--- config.mk ---
export PLATFORM = sky130hd
export DESIGN_NAME = main_control_fsm_flat
export DESIGN_NICKNAME = d
export VERILOG_FILES = /design/src/rtl/mips_ctrl_pkg.sv /design/src/rtl/main_control_fsm_if.sv /design/src/rtl/mem_wait_counter.sv /design/src/rtl/main_control_fsm.sv /design/src/flat_wrapper.sv
export SDC_FILE = /design/constraint.sdc
export NUM_CORES = 1
export LEC_CHECK = 0
export CAP_MARGIN = 10
export CORE_MARGIN = 2
export CORE_UTILIZATION = 50
export CTS_CLUSTER_DIAMETER = 40
export CTS_CLUSTER_SIZE = 20
export DETAILED_ROUTE_END_ITERATION = 16
export MAX_ROUTING_LAYER = met4
export PLACE_DENSITY = 0.84
export SYNTH_ARGS = -nofsm -noshare
export SYNTH_HDL_FRONTEND = slang
export SYNTH_HIERARCHICAL = 1
export SYNTH_SLANG_ARGS = --single-unit
export TNS_END_PERCENT = 20
--- constraint.sdc ---
create_clock -name clk -period 3.7 [get_ports clk]
set_input_delay 0.37 -clock clk [delete_from_list [all_inputs] [get_ports clk]]
set_output_delay 0.37 -clock clk [all_outputs]
set_load 0.1 [all_outputs]
--- src/rtl/mips_ctrl_pkg.sv ---
// mips_ctrl_pkg: opcodes, ALU selects, mux encodings and FSM states shared by the
// MiniMIPS control path and alu_control.
package mips_ctrl_pkg;
    localparam logic [3:0] OP_RTYPE = 4'd0;
    localparam logic [3:0] OP_ADDI  = 4'd1;
    localparam logic [3:0] OP_ANDI  = 4'd2;
    localparam logic [3:0] OP_ORI   = 4'd3;
    localparam logic [3:0] OP_SLTI  = 4'd4;
    localparam logic [3:0] OP_LW    = 4'd5;
    localparam logic [3:0] OP_SW    = 4'd6;
    localparam logic [3:0] OP_BEQ   = 4'd7;
    localparam logic [3:0] OP_BNE   = 4'd8;
    localparam logic [3:0] OP_J     = 4'd9;

    localparam logic [2:0] ALU_ADD   = 3'b000;
    localparam logic [2:0] ALU_XOR   = 3'b001;
    localparam logic [2:0] ALU_SUB   = 3'b010;
    localparam logic [2:0] ALU_RTYPE = 3'b011;
    localparam logic [2:0] ALU_SLT   = 3'b100;
    localparam logic [2:0] ALU_NOR   = 3'b101;
    localparam logic [2:0] ALU_AND   = 3'b110;
    localparam logic [2:0] ALU_OR    = 3'b111;

    localparam logic [1:0] SRCB_RT     = 2'b00;
    localparam logic [1:0] SRCB_TWO    = 2'b01;
    localparam logic [1:0] SRCB_IMM    = 2'b10;
    localparam logic [1:0] SRCB_IMM_SH = 2'b11;

    localparam logic [1:0] PC_ALU    = 2'b00;
    localparam logic [1:0] PC_ALUOUT = 2'b01;
    localparam logic [1:0] PC_JUMP   = 2'b10;

    typedef enum logic [3:0] {
        S_FETCH, S_DECODE, S_EXEC_R, S_EXEC_I, S_WB_ALU, S_MEM_ADDR,
        S_MEM_RD, S_MEM_WB, S_MEM_WR, S_BRANCH, S_JUMP
    } state_t;

    function automatic logic is_illegal(logic [3:0] op);
        return op > OP_J;
    endfunction

    function automatic logic [2:0] i_alu_op(logic [3:0] op);
        return (op == OP_ANDI) ? ALU_AND :
               (op == OP_ORI)  ? ALU_OR  :
               (op == OP_SLTI) ? ALU_SLT : ALU_ADD;
    endfunction

    function automatic state_t decode_next(logic [3:0] op);
        return (op == OP_RTYPE)                  ? S_EXEC_R   :
               (op >= OP_ADDI && op <= OP_SLTI)  ? S_EXEC_I   :
               (op == OP_LW || op == OP_SW)      ? S_MEM_ADDR :
               (op == OP_BEQ || op == OP_BNE)    ? S_BRANCH   :
               (op == OP_J)                      ? S_JUMP     : S_FETCH;
    endfunction
endpackage

--- src/rtl/main_control_fsm_if.sv ---
// main_control_fsm_if: datapath-facing control bundle; master is the FSM, slave the datapath.
interface main_control_fsm_if;
    logic [3:0] opcode;
    logic       alu_zero;
    logic       mem_ready;
    logic [2:0] alu_op;
    logic       pc_en;
    logic [1:0] pc_source;
    logic       ir_write;
    logic       i_or_d;
    logic       mem_read;
    logic       mem_write;
    logic       reg_write;
    logic       reg_dst;
    logic       mem_to_reg;
    logic       alu_src_a;
    logic [1:0] alu_src_b;
    logic       instr_done;
    logic       illegal_op;
    logic       mem_timeout;
    logic [3:0] wait_count;

    modport master (
        input  opcode, alu_zero, mem_ready,
        output alu_op, pc_en, pc_source, ir_write, i_or_d, mem_read, mem_write,
               reg_write, reg_dst, mem_to_reg, alu_src_a, alu_src_b,
               instr_done, illegal_op, mem_timeout, wait_count
    );
    modport slave (
        output opcode, alu_zero, mem_ready,
        input  alu_op, pc_en, pc_source, ir_write, i_or_d, mem_read, mem_write,
               reg_write, reg_dst, mem_to_reg, alu_src_a, alu_src_b,
               instr_done, illegal_op, mem_timeout, wait_count
    );
endinterface

--- src/rtl/mem_wait_counter.sv ---
// mem_wait_counter: saturating count of consecutive memory wait cycles with a
// single timeout pulse on the cycle the count reaches MEM_WAIT_MAX.
module mem_wait_counter #(
    parameter logic [3:0] MEM_WAIT_MAX = 4'd15
) (
    input  logic       clk,
    input  logic       rst_n,
    input  logic       waiting,
    input  logic       clear,
    output logic [3:0] count,
    output logic       timeout
);
    always_ff @(posedge clk) begin
        if (!rst_n || clear)
            count <= 4'd0;
        else if (waiting && count != MEM_WAIT_MAX)
            count <= count + 4'd1;
    end

    // Fires during the wait cycle that brings the count to the limit, so only once.
    assign timeout = waiting && !clear && count == MEM_WAIT_MAX - 4'd1;
endmodule

--- src/rtl/main_control_fsm.sv ---
// main_control_fsm: multi-cycle MiniMIPS control unit sequencing fetch, decode,
// execute, memory and writeback with a ready-gated memory handshake.
module main_control_fsm
    import mips_ctrl_pkg::*;
#(
    parameter logic [3:0] MEM_WAIT_MAX = 4'd15
) (
    input  logic                clk,
    input  logic                rst_n,
    main_control_fsm_if.master  bus
);
    state_t state;
    logic   is_r;
    logic   is_bne;
    logic   waiting;
    logic   timeout;

    always_ff @(posedge clk) begin
        if (!rst_n) begin
            state  <= S_FETCH;
            is_r   <= 1'b0;
            is_bne <= 1'b0;
        end else begin
            case (state)
                S_FETCH:    if (bus.mem_ready) state <= S_DECODE;
                S_DECODE: begin
                    is_r   <= bus.opcode == OP_RTYPE;
                    is_bne <= bus.opcode == OP_BNE;
                    state  <= decode_next(bus.opcode);
                end
                S_EXEC_R,
                S_EXEC_I:   state <= S_WB_ALU;
                S_MEM_ADDR: state <= (bus.opcode == OP_SW) ? S_MEM_WR : S_MEM_RD;
                S_MEM_RD:   if (bus.mem_ready) state <= S_MEM_WB;
                S_MEM_WR:   if (bus.mem_ready) state <= S_FETCH;
                default:    state <= S_FETCH;
            endcase
        end
    end

    assign waiting = rst_n && !bus.mem_ready &&
                     (state == S_FETCH || state == S_MEM_RD || state == S_MEM_WR);

    // A non-waiting cycle is exactly mem_ready or a state that always advances.
    mem_wait_counter #(.MEM_WAIT_MAX(MEM_WAIT_MAX)) u_wait (
        .clk     (clk),
        .rst_n   (rst_n),
        .waiting (waiting),
        .clear   (!waiting),
        .count   (bus.wait_count),
        .timeout (timeout)
    );

    assign bus.mem_timeout = timeout;

    always_comb begin
        bus.alu_op     = ALU_ADD;
        bus.pc_en      = 1'b0;
        bus.pc_source  = PC_ALU;
        bus.ir_write   = 1'b0;
        bus.i_or_d     = 1'b0;
        bus.mem_read   = 1'b0;
        bus.mem_write  = 1'b0;
        bus.reg_write  = 1'b0;
        bus.reg_dst    = 1'b0;
        bus.mem_to_reg = 1'b0;
        bus.alu_src_a  = 1'b0;
        bus.alu_src_b  = SRCB_RT;
        bus.instr_done = 1'b0;
        bus.illegal_op = 1'b0;
        if (rst_n) begin
            case (state)
                S_FETCH: begin
                    bus.mem_read  = 1'b1;
                    bus.alu_src_b = SRCB_TWO;
                    bus.ir_write  = bus.mem_ready;
                    bus.pc_en     = bus.mem_ready;
                end
                S_DECODE: begin
                    bus.alu_src_b  = SRCB_IMM_SH;
                    bus.illegal_op = is_illegal(bus.opcode);
                    bus.instr_done = is_illegal(bus.opcode);
                end
                S_EXEC_R: begin
                    bus.alu_src_a = 1'b1;
                    bus.alu_op    = ALU_RTYPE;
                end
                S_EXEC_I: begin
                    bus.alu_src_a = 1'b1;
                    bus.alu_src_b = SRCB_IMM;
                    bus.alu_op    = i_alu_op(bus.opcode);
                end
                S_WB_ALU: begin
                    bus.reg_write  = 1'b1;
                    bus.reg_dst    = is_r;
                    bus.instr_done = 1'b1;
                end
                S_MEM_ADDR: begin
                    bus.alu_src_a = 1'b1;
                    bus.alu_src_b = SRCB_IMM;
                end
                S_MEM_RD: begin
                    bus.mem_read = 1'b1;
                    bus.i_or_d   = 1'b1;
                end
                S_MEM_WB: begin
                    bus.reg_write  = 1'b1;
                    bus.mem_to_reg = 1'b1;
                    bus.instr_done = 1'b1;
                end
                S_MEM_WR: begin
                    bus.mem_write  = 1'b1;
                    bus.i_or_d     = 1'b1;
                    bus.instr_done = bus.mem_ready;
                end
                S_BRANCH: begin
                    bus.alu_src_a  = 1'b1;
                    bus.alu_op     = ALU_SUB;
                    bus.pc_source  = PC_ALUOUT;
                    bus.pc_en      = bus.alu_zero ^ is_bne;
                    bus.instr_done = 1'b1;
                end
                S_JUMP: begin
                    bus.pc_source  = PC_JUMP;
                    bus.pc_en      = 1'b1;
                    bus.instr_done = 1'b1;
                end
                default: ;
            endcase
        end
    end
endmodule
--- src/flat_wrapper.sv ---
// flat-port wrapper written by rule: the top's interface ports become plain ports
module main_control_fsm_flat import mips_ctrl_pkg::*;
#(
    parameter logic [3:0] MEM_WAIT_MAX = 4'd15
)
  (clk, rst_n, bus_opcode, bus_alu_zero, bus_mem_ready, bus_alu_op, bus_pc_en, bus_pc_source, bus_ir_write, bus_i_or_d, bus_mem_read, bus_mem_write, bus_reg_write, bus_reg_dst, bus_mem_to_reg, bus_alu_src_a, bus_alu_src_b, bus_instr_done, bus_illegal_op, bus_mem_timeout, bus_wait_count);
  main_control_fsm_if bus_i ();
  input  logic clk;
  input  logic rst_n;
  input wire logic [$bits(bus_i.opcode)-1:0] bus_opcode;
  input wire logic [$bits(bus_i.alu_zero)-1:0] bus_alu_zero;
  input wire logic [$bits(bus_i.mem_ready)-1:0] bus_mem_ready;
  output wire logic [$bits(bus_i.alu_op)-1:0] bus_alu_op;
  output wire logic [$bits(bus_i.pc_en)-1:0] bus_pc_en;
  output wire logic [$bits(bus_i.pc_source)-1:0] bus_pc_source;
  output wire logic [$bits(bus_i.ir_write)-1:0] bus_ir_write;
  output wire logic [$bits(bus_i.i_or_d)-1:0] bus_i_or_d;
  output wire logic [$bits(bus_i.mem_read)-1:0] bus_mem_read;
  output wire logic [$bits(bus_i.mem_write)-1:0] bus_mem_write;
  output wire logic [$bits(bus_i.reg_write)-1:0] bus_reg_write;
  output wire logic [$bits(bus_i.reg_dst)-1:0] bus_reg_dst;
  output wire logic [$bits(bus_i.mem_to_reg)-1:0] bus_mem_to_reg;
  output wire logic [$bits(bus_i.alu_src_a)-1:0] bus_alu_src_a;
  output wire logic [$bits(bus_i.alu_src_b)-1:0] bus_alu_src_b;
  output wire logic [$bits(bus_i.instr_done)-1:0] bus_instr_done;
  output wire logic [$bits(bus_i.illegal_op)-1:0] bus_illegal_op;
  output wire logic [$bits(bus_i.mem_timeout)-1:0] bus_mem_timeout;
  output wire logic [$bits(bus_i.wait_count)-1:0] bus_wait_count;
  assign bus_i.opcode = bus_opcode;
  assign bus_i.alu_zero = bus_alu_zero;
  assign bus_i.mem_ready = bus_mem_ready;
  assign bus_alu_op = bus_i.alu_op;
  assign bus_pc_en = bus_i.pc_en;
  assign bus_pc_source = bus_i.pc_source;
  assign bus_ir_write = bus_i.ir_write;
  assign bus_i_or_d = bus_i.i_or_d;
  assign bus_mem_read = bus_i.mem_read;
  assign bus_mem_write = bus_i.mem_write;
  assign bus_reg_write = bus_i.reg_write;
  assign bus_reg_dst = bus_i.reg_dst;
  assign bus_mem_to_reg = bus_i.mem_to_reg;
  assign bus_alu_src_a = bus_i.alu_src_a;
  assign bus_alu_src_b = bus_i.alu_src_b;
  assign bus_instr_done = bus_i.instr_done;
  assign bus_illegal_op = bus_i.illegal_op;
  assign bus_mem_timeout = bus_i.mem_timeout;
  assign bus_wait_count = bus_i.wait_count;
  main_control_fsm #(.MEM_WAIT_MAX(MEM_WAIT_MAX)) u_core (.clk(clk), .rst_n(rst_n), .bus(bus_i));
endmodule
# Yosys cells after proc, flatten, opt, wreduce, memory -nomap -nowiden
# Cells that the tools add are included.
[totals]
regBits = 10
inputBits = 8
[op_classes]
n_addsub = 1
magnitude_cmp = 3
n_eq_ne = 23
muxes = 41
n_bitwise = 1
reduce_logical = 23
[op_table]
columns = ["op", "count"]
rows = [
  ["$mux 4", 9],
  ["$eq 4x3->1 const B", 8],
  ["$eq 4x4->1 const B", 6],
  ["$pmux 4 s6", 1],
  ["$mux 1", 20],
  ["$eq 4x2->1 const B", 4],
  ["$mux 3", 4],
  ["$reduce_or 2->1", 5],
  ["$pmux 3 s3", 1],
  ["$logic_not 4->1", 2],
  ["$reduce_or 4->1", 2],
  ["$ne 2x2->1 const B", 3],
  ["$pmux 1 s3", 2],
  ["$pmux 2 s3", 1],
  ["$logic_and 1x1->1", 5],
  ["$logic_or 1x1->1", 5],
  ["$add 4x1->4 const B", 1],
  ["$eq 4x1->1 const B", 1],
  ["$ge 4x1->1 const B", 1],
  ["$gt 4x4->1 const B", 1],
  ["$le 4x3->1 const B", 1],
  ["$mux 2", 2],
  ["$ne 4x4->1 const B", 1],
  ["$pmux 2 s2", 1],
  ["3 further kinds", 5],
]

# Logic depth before layout (Yosys ltp)
# Gate-level depths: netlist of the first run.
[logic_depth]
depth_word = 7
depth_mapped = 7
ltp_nobuf = 6

# Modules after synthesis
# Netlist of the first run, hierarchy kept.
[modules_own_cells]
columns = ["mod", "n_inst", "cells_each", "area_per_inst_um2", "seq_area_each_um2"]
rows = [
  ["main_control_fsm", 1, 118, 798.3, 120.1],
  ["mem_wait_counter", 1, 25, 235.2, 80.1],
]

# Least setup slack after synthesis of the first run
# Ideal clock, no wire load.
[synth_timing]
kind = "flip-flop to output port"
startpoint = "register u_core.state[0]"
endpoint = "output bus_reg_dst"
arrival_time_ps = 3599
required_ps = 3330
setup_slack_ps = -269
path_stages_with_launch = 4
path_cell_list = "dfxtp_1 buf_2 nand2b_1 nor4_1"
[synth_between]
elab_chain_len = 3
[synth_rtl]
columns = ["element", "line_no", "text"]
rows = [
  ["start: declaration", "main_control_fsm.sv:12", "state_t state;"],
  ["start signal: assignment", "main_control_fsm.sv:29", "state <= decode_next(bus.opcode);"],
  ["start signal: assignment", "main_control_fsm.sv:33", "S_MEM_ADDR: state <= (bus.opcode == OP_SW) ? S_MEM_WR : S_MEM_RD;"],
  ["$eq 4x3->1", "main_control_fsm.sv:72", "case (state)"],
  ["$mux 1", "main_control_fsm.sv:72", ""],
  ["$mux 1", "main_control_fsm.sv:71", "if (rst_n) begin"],
  ["end: declaration", "flat_wrapper.sv:21", "output wire logic [$bits(bus_i.reg_dst)-1:0] bus_reg_dst;"],
]
# No other way between the ends.

# Final worst setup path of the first run
[layout_timing]
startpoint = "register u_core.state[1]"
endpoint = "output bus_mem_timeout"
[layout_between]
elab_chain_len = 5
elab_cells_between_ends = 7
cone_classes = "eq/ne: 2; reduce/logical: 5"
[layout_rtl]
columns = ["element", "line_no", "text"]
rows = [
  ["$eq 4x3->1 / $logic_not 4->1 (equally long branches)", "main_control_fsm.sv:42", "(state == S_FETCH || state == S_MEM_RD || state == S_MEM_WR);"],
  ["$logic_or 1x1->1", "main_control_fsm.sv:42", ""],
  ["$logic_or 1x1->1 *", "main_control_fsm.sv:42", ""],
  ["$logic_and 1x1->1 *", "main_control_fsm.sv:41", "assign waiting = rst_n && !bus.mem_ready &&"],
  ["via u_core.waiting", "main_control_fsm.sv:15", "logic waiting;"],
  ["$logic_and 1x1->1 *", "mem_wait_counter.sv:21", "assign timeout = waiting && !clear && count == MEM_WAIT_MAX - 4'd1;"],
  ["end: declaration", "flat_wrapper.sv:27", "output wire logic [$bits(bus_i.mem_timeout)-1:0] bus_mem_timeout;"],
]
# The timed path passes the listed nets; every way through them passes the cells marked *.

==> flow_metrics.tcl, run 1 <==
set metrics [dict create \
    crit_chain "nand3b_1, a211oi_2, nand4_1, nor2_1, buf_4" \
    syn_area_per_cell_um2 7.23 \
    final-setup-viol-count 0 \
    p_leak_nw 0.494 \
    yosysUniqueCellTypes 50 \
    drive_above_1_share_pct 22.2 \
    die_h_um 49.5 \
    reg2regPathDepth 5 \
    yosys.area.top_type "dfxtp_1" \
    gp_congestion 0.890 \
    detail-route-antenna-nets 0 \
    grt_pass1_vias 1061 \
    p_total_mw 0.370 \
    insertion_delay_ns 0.28 \
    via_per_inst 5.84 \
    first_pass_iters 4 \
    rrSetupSlack_ns 1.39 \
    ys_async_sr_fraction_pct 0 \
    yosysMostFrequentCell "nor2_1" \
    rows 16 \
    cts_setup_buffers 0 \
    cp.arrival_ns 2.45 \
    ir_worst_vdd_mv 0.199 \
    cp_max_fo 22 \
    drc 0 \
    crit_path_max_incr_delay_ns 0.78 \
    start_util_pct 52.7 \
    drv_slew 0 \
    antennaDiodeCount 0 \
    drt-initial-drc-count 36 \
    antenna_found_initial 0 \
    cts_made_buffers 3 \
    ios 31 \
    reg2reg_from "u_core/state[1]$_SDFFE_PN0P_" \
    p_per_area_nw_per_um2 285 \
    finalInstanceArea_um2 1300 \
    tns_ns 0 \
    syn_nets 153 \
    cp_top_family "flip-flops" \
    cts_resized 0 \
    setup_slack_ns 0.883 \
    h-tree-depth 1 \
    netlist_area_um2 1030 \
    min_path_type "reg -> reg" \
    cts-root-buf "clkbuf_4" \
    post-place-ws_ns 1.08 \
    synth_edf_count 0 \
    fmax_mhz 355 \
    cap_violations 0 \
    wl_per_cell_um 14.1 \
    dpl.hpwl_mm 1.94 \
    clock_sinks 10 \
    critPathLaunch "u_core/state[1]$_SDFFE_PN0P_" \
    nFillCells 187 \
    ctsHoldBuffers 0 \
    tightest_slew_ns 0.969 \
    fin_crit_sh_pct 76.1 \
    path_class "reg -> out" \
    min_period_ns 2.82 \
    endpoint_kind "output port" \
    gr-total-overflow 0 \
    placed_area_um2 1260 \
    cts_tree "yes" \
    yosysTopAreaCellShare_pct 19.4 \
    run_status "completed" \
    crit_buf_inv 1 \
    fin_skew_ns 0.00192 \
    cp.required_ns 3.33 \
    clk_pin_slew_ns 0.08 \
    hold_slack_ns 0.504 \
    synthFlopType "dfxtp_1" \
    grt_usage_pct 25.1 \
    cp_slowest_cell "dfxtp_1" \
    die-area_um2 2450 \
    coreArea_um2 1960 \
    relSlewSlack_pct 35.2 \
    yosysSeqAreaShare_pct 19.4 \
    path_depth 5 \
    clock_path_buffers 2 \
    synth_warnings 6 \
    drt-total-wl_mm 2.74 \
    grt_pass1_wl_mm 4.75 \
    r2r-end "u_core/u_wait/count[3]$_SDFFE_PP0P_" \
    syn_inst 143 \
    finalHoldViolCount 0 \
    fp.dieW_um 49.5 \
    num_vias 1133 \
    rsz0062_at_grt "false" \
    synth_common_cells "16 x nor2_1, 10 x a21oi_1, 10 x dfxtp_1, 10 x nand2_1, 8 x buf_2" \
    ys_top_cells_by_area "dfxtp_1 19%, nor2_1 5.8%, a21oi_1 4.8%" \
    nets 178 \
    port_buffers 30 \
    setup.worst_path.start_class "register" \
    yosys_register_bits 10 \
    grt_max_degree 23 \
    cp-endpoint "bus_mem_timeout" \
    area_growth_pct 25.8 \
]
-- worst min-delay path, stage by stage, from the launching register on --
cell     delay [ns]
dfxtp_1        0.32
o21ai_0        0.07
a21oi_1        0.06
-- per-stage QoR --
step                      utilization, %  std cells
after global placement              64.4        190
after detailed placement            64.4        190
final                               66.3        194
after CTS                           66.3        194
after floorplan                        -        143
after global routing                66.3        194
-- worst min path at each step --
stage	from	to	slack, ns	cells past startpoint
6_report	u_core/is_bne$_SDFFE_PN0P_	u_core/is_bne$_SDFFE_PN0P_	0.50	2
5_1_grt	u_core/is_bne$_SDFFE_PN0P_	u_core/is_bne$_SDFFE_PN0P_	0.52	2
4_1_cts	u_core/is_bne$_SDFFE_PN0P_	u_core/is_bne$_SDFFE_PN0P_	0.50	2
3_5_place_dp	u_core/is_bne$_SDFFE_PN0P_	u_core/is_bne$_SDFFE_PN0P_	0.49	2
3_3_place_gp	u_core/is_bne$_SDFFE_PN0P_	u_core/is_bne$_SDFFE_PN0P_	0.48	2
2_1_floorplan	u_core/is_r$_SDFFE_PN0P_	u_core/is_r$_SDFFE_PN0P_	0.46	2
-- logic make-up after synthesis --
logic type               share of synthesized area (%)
buffers and inverters                             9.32
flip-flops                                        19.4
adder cells (fa/ha/maj)                           2.42
multiplexers                                     0.969
AND/OR/NAND/NOR                                   37.2
XOR/XNOR                                          5.09
AO/OA/AOI/OAI                                     25.7
-- metal layers --
metal	global-route usage, %	wire length [um]	vias up
li1	-	-	564
met1	31.3	1260	522
met2	42.1	1300	41
met5	-	0	-
met4	8.80	48	0
met3	3.03	133	6
-- cell usage in the layout (no fill, tap or decap), types with 2 or more instances in the layout --
| master | synthesis | final |
|---|---|---|
| o21a_1 | 2 | 2 |
| xnor2_1 | 3 | 3 |
| nor3_1 | 4 | 4 |
| nand2b_1 | 7 | 7 |
| o21ai_0 | 4 | 4 |
| nand4_1 | 3 | 3 |
| nand2_1 | 10 | 10 |
| and2b_1 | 2 | 2 |
| a211oi_1 | 2 | 2 |
| nor3_2 | 2 | 2 |
| nand3b_1 | 2 | 2 |
| and2_1 | 2 | 2 |
| xor2_1 | 3 | 3 |
| nand3_1 | 6 | 6 |
| nor2_1 | 16 | 16 |
| inv_2 | 2 | 2 |
| clkdlybuf4s50_1 | 0 | 11 |
| clkbuf_4 | 0 | 3 |
| a2111oi_0 | 2 | 2 |
| nor2b_1 | 5 | 5 |
| buf_4 | 1 | 20 |
| inv_1 | 5 | 5 |
| a21oi_1 | 10 | 10 |
| dfxtp_1 | 10 | 10 |
| ha_1 | 2 | 2 |
| nor4_1 | 4 | 3 |
-- where the power goes --
group          switching (mW)  internal [mW]
Combinational          0.0990         0.0428
Clock                  0.0470         0.0599
Sequential             0.0110          0.111
Total                   0.157          0.213
-- layout make-up --
type / count / area [um^2] / share of cell area (%)
Clock buffer: 4 / 36.3 / 2.79
Timing Repair Buffer: 31 / 260 / 20.0
Multi-Input combinational cell: 115 / 743 / 57.2
Sequential cell: 10 / 200 / 15.4
Inverter: 7 / 26.3 / 2.02
Tap cell: 27 / 33.8 / 2.60
-- flip-flops by register name (all words and copies together) (netlist names) --
register,count
u_core/u_wait/count,4
u_core/state,4
u_core/is_r,1
u_core/is_bne,1
(Power assumes the default switching activity.)
==> inputs of run 2 (changes only) <==
Settings changed: CORE_UTILIZATION 50 to 47, PLACE_DENSITY 0.84 to 0.8.
Clock period 3.7 ns to 2.6 ns, I/O delays scaled along.
==> run 2 against run 1 <==
  * Via count increased by 4.4%
  * Sequential share of layout area is 2.5 points lower
  * Sequential cell count stayed put
  * Critical path depth unchanged
  * Total power grew 50%
  * Core utilization rose by 11 points
  * Highest routed layer unchanged
==> flow_metrics.tcl, run 2 (synthesized netlist as in run 1, its figures left out) <==
set metrics [dict create \
    run_status "completed" \
    drt-total-wl_mm 2.97 \
    drt-initial-drc-count 56 \
    endpoint_kind "output port" \
    min_period_ns 2.42 \
    fp.dieW_um 50.9 \
    final-setup-viol-count 0 \
    via_per_inst 6.01 \
    hp-start "u_core/is_r$_SDFFE_PN0P_" \
    layout_commonest_cell "buf_12" \
    port_buffers 30 \
    final_core_util_pct 77.0 \
    met3_usage_pct 3.80 \
    setup.worst_path.start_class "register" \
    cp_max_fo 21 \
    wl_per_cell_um 15.1 \
    reg2reg_from "u_core/state[2]$_SDFFE_PN0P_" \
    die_h_um 50.9 \
    p_leak_nw 0.574 \
    grtUsageMet2_pct 43.6 \
    grt_pass1_vias 1071 \
    finalHoldViolCount 0 \
    grt_use_met1_pct 31.3 \
    fin_crit_sh_pct 92.9 \
    grt_max_degree 22 \
    fmax_mhz 414 \
    tns_ns 0 \
    ctsHoldBuffers 0 \
    p_per_area_nw_per_um2 357 \
    antennaDiodeCount 0 \
    min_path_type "reg -> reg" \
    placed_area_um2 1520 \
    drive_above_1_share_pct 27.1 \
    final_cells 197 \
    gp_congestion 0.899 \
    ios 31 \
    p_total_mw 0.556 \
    cts-root-buf "clkbuf_4" \
    dpl.hpwl_mm 2.25 \
    cp.arrival_ns 2.16 \
    rows 16 \
    coreArea_um2 2020 \
    clock_path_buffers 2 \
    nFillCells 138 \
    cp.required_ns 2.34 \
    drc 0 \
    fin_skew_ns 0.00361 \
    crit_path_max_incr_delay_ns 0.76 \
    path_class "reg -> out" \
    first_pass_iters 4 \
    post-place-ws_ns 0.407 \
    cts_made_buffers 3 \
    gr-total-overflow 0 \
    h-tree-depth 1 \
    drv_slew 0 \
    clock_sinks 10 \
    die-area_um2 2590 \
    tightest_slew_ns 0.677 \
    crit_buf_inv 1 \
    cap_violations 0 \
    grt_pass1_wl_mm 4.86 \
    cp_slowest_cell "dfxtp_1" \
    rrSetupSlack_ns 0.61 \
    cp_top_family "flip-flops" \
    detail-route-antenna-nets 0 \
    antenna_found_initial 0 \
    reg2regPathDepth 6 \
    nets 181 \
    cts_setup_buffers 0 \
    rsz0062_at_grt "false" \
    area_growth_pct 50.6 \
    holdPathStages 2 \
    crit_chain "nand3b_1, a211oi_2, nand4_1, nor2_1, buf_12" \
    cts_resized 0 \
    dp_cells 193 \
    insertion_delay_ns 0.27 \
    r2r-end "u_core/u_wait/count[3]$_SDFFE_PP0P_" \
    clk_pin_slew_ns 0.07 \
    busiest_layer "met2" \
    reg_top3 "u_core/state (4), u_core/u_wait/count (4)" \
    relSlewSlack_pct 54.8 \
    min_to "u_core/is_r$_SDFFE_PN0P_" \
    grt_usage_pct 25.4 \
    ir_worst_vdd_mv 0.376 \
    setup_slack_ns 0.185 \
    start_util_pct 51.1 \
    hold_slack_ns 0.511 \
    layout_common_cells "19 x buf_12, 16 x nor2_1, 10 x nand2_1, 10 x a21oi_1, 9 x dfxtp_1" \
    cts_tree "yes" \
    finalInstanceArea_um2 1560 \
    num_vias 1183 \
]
-- run 2: metal layers --
metal	wire length [um]	up-vias
met2	1480	74
li1	-	570
met4	29	0
met3	241	10
met5	0	-
met1	1220	529
-- run 2: report_power, final --
| group | leakage [nW] | switching (mW) | internal (mW) |
|---|---|---|---|
| Combinational | 0.472 | 0.153 | 0.0878 |
| Clock | 0.0210 | 0.0581 | 0.0850 |
| Sequential | 0.0812 | 0.0140 | 0.158 |
-- run 2: worst max path at each step --
stage,from,endpoint,slack [ns],cells after the start
6_report,u_core/state[2]$_SDFFE_PN0P_,bus_mem_timeout,0.18,5
5_1_grt,u_core/state[2]$_SDFFE_PN0P_,bus_mem_timeout,0.05,5
4_1_cts,u_core/state[2]$_SDFFE_PN0P_,bus_mem_timeout,0.20,5
3_5_place_dp,bus_opcode[2],bus_alu_op[0],0.41,6
3_3_place_gp,bus_opcode[2],bus_alu_op[0],0.43,6
2_1_floorplan,u_core/state[1]$_SDFFE_PN0P_,bus_alu_src_b[0],-0.35,3
-- run 2: area by class of cell --
type | count | area (um^2) | area share, %
clock buffers | 4 | 36.3 | 2.33
inverters | 7 | 26.3 | 1.69
multi-input cells | 115 | 748 | 48.1
flip-flops and latches | 10 | 201 | 12.9
well taps | 27 | 33.8 | 2.17
repair buffers | 34 | 510 | 32.8
-- run 2: worst register-to-register path: cells and delay by family (launching register included) --
kind | cells | cell delay [ns]
buffers and inverters | 1 | 0.21
DFF | 1 | 0.76
and+or+nand+nor | 3 | 0.50
AOI/OAI and AO/OA | 2 | 0.42
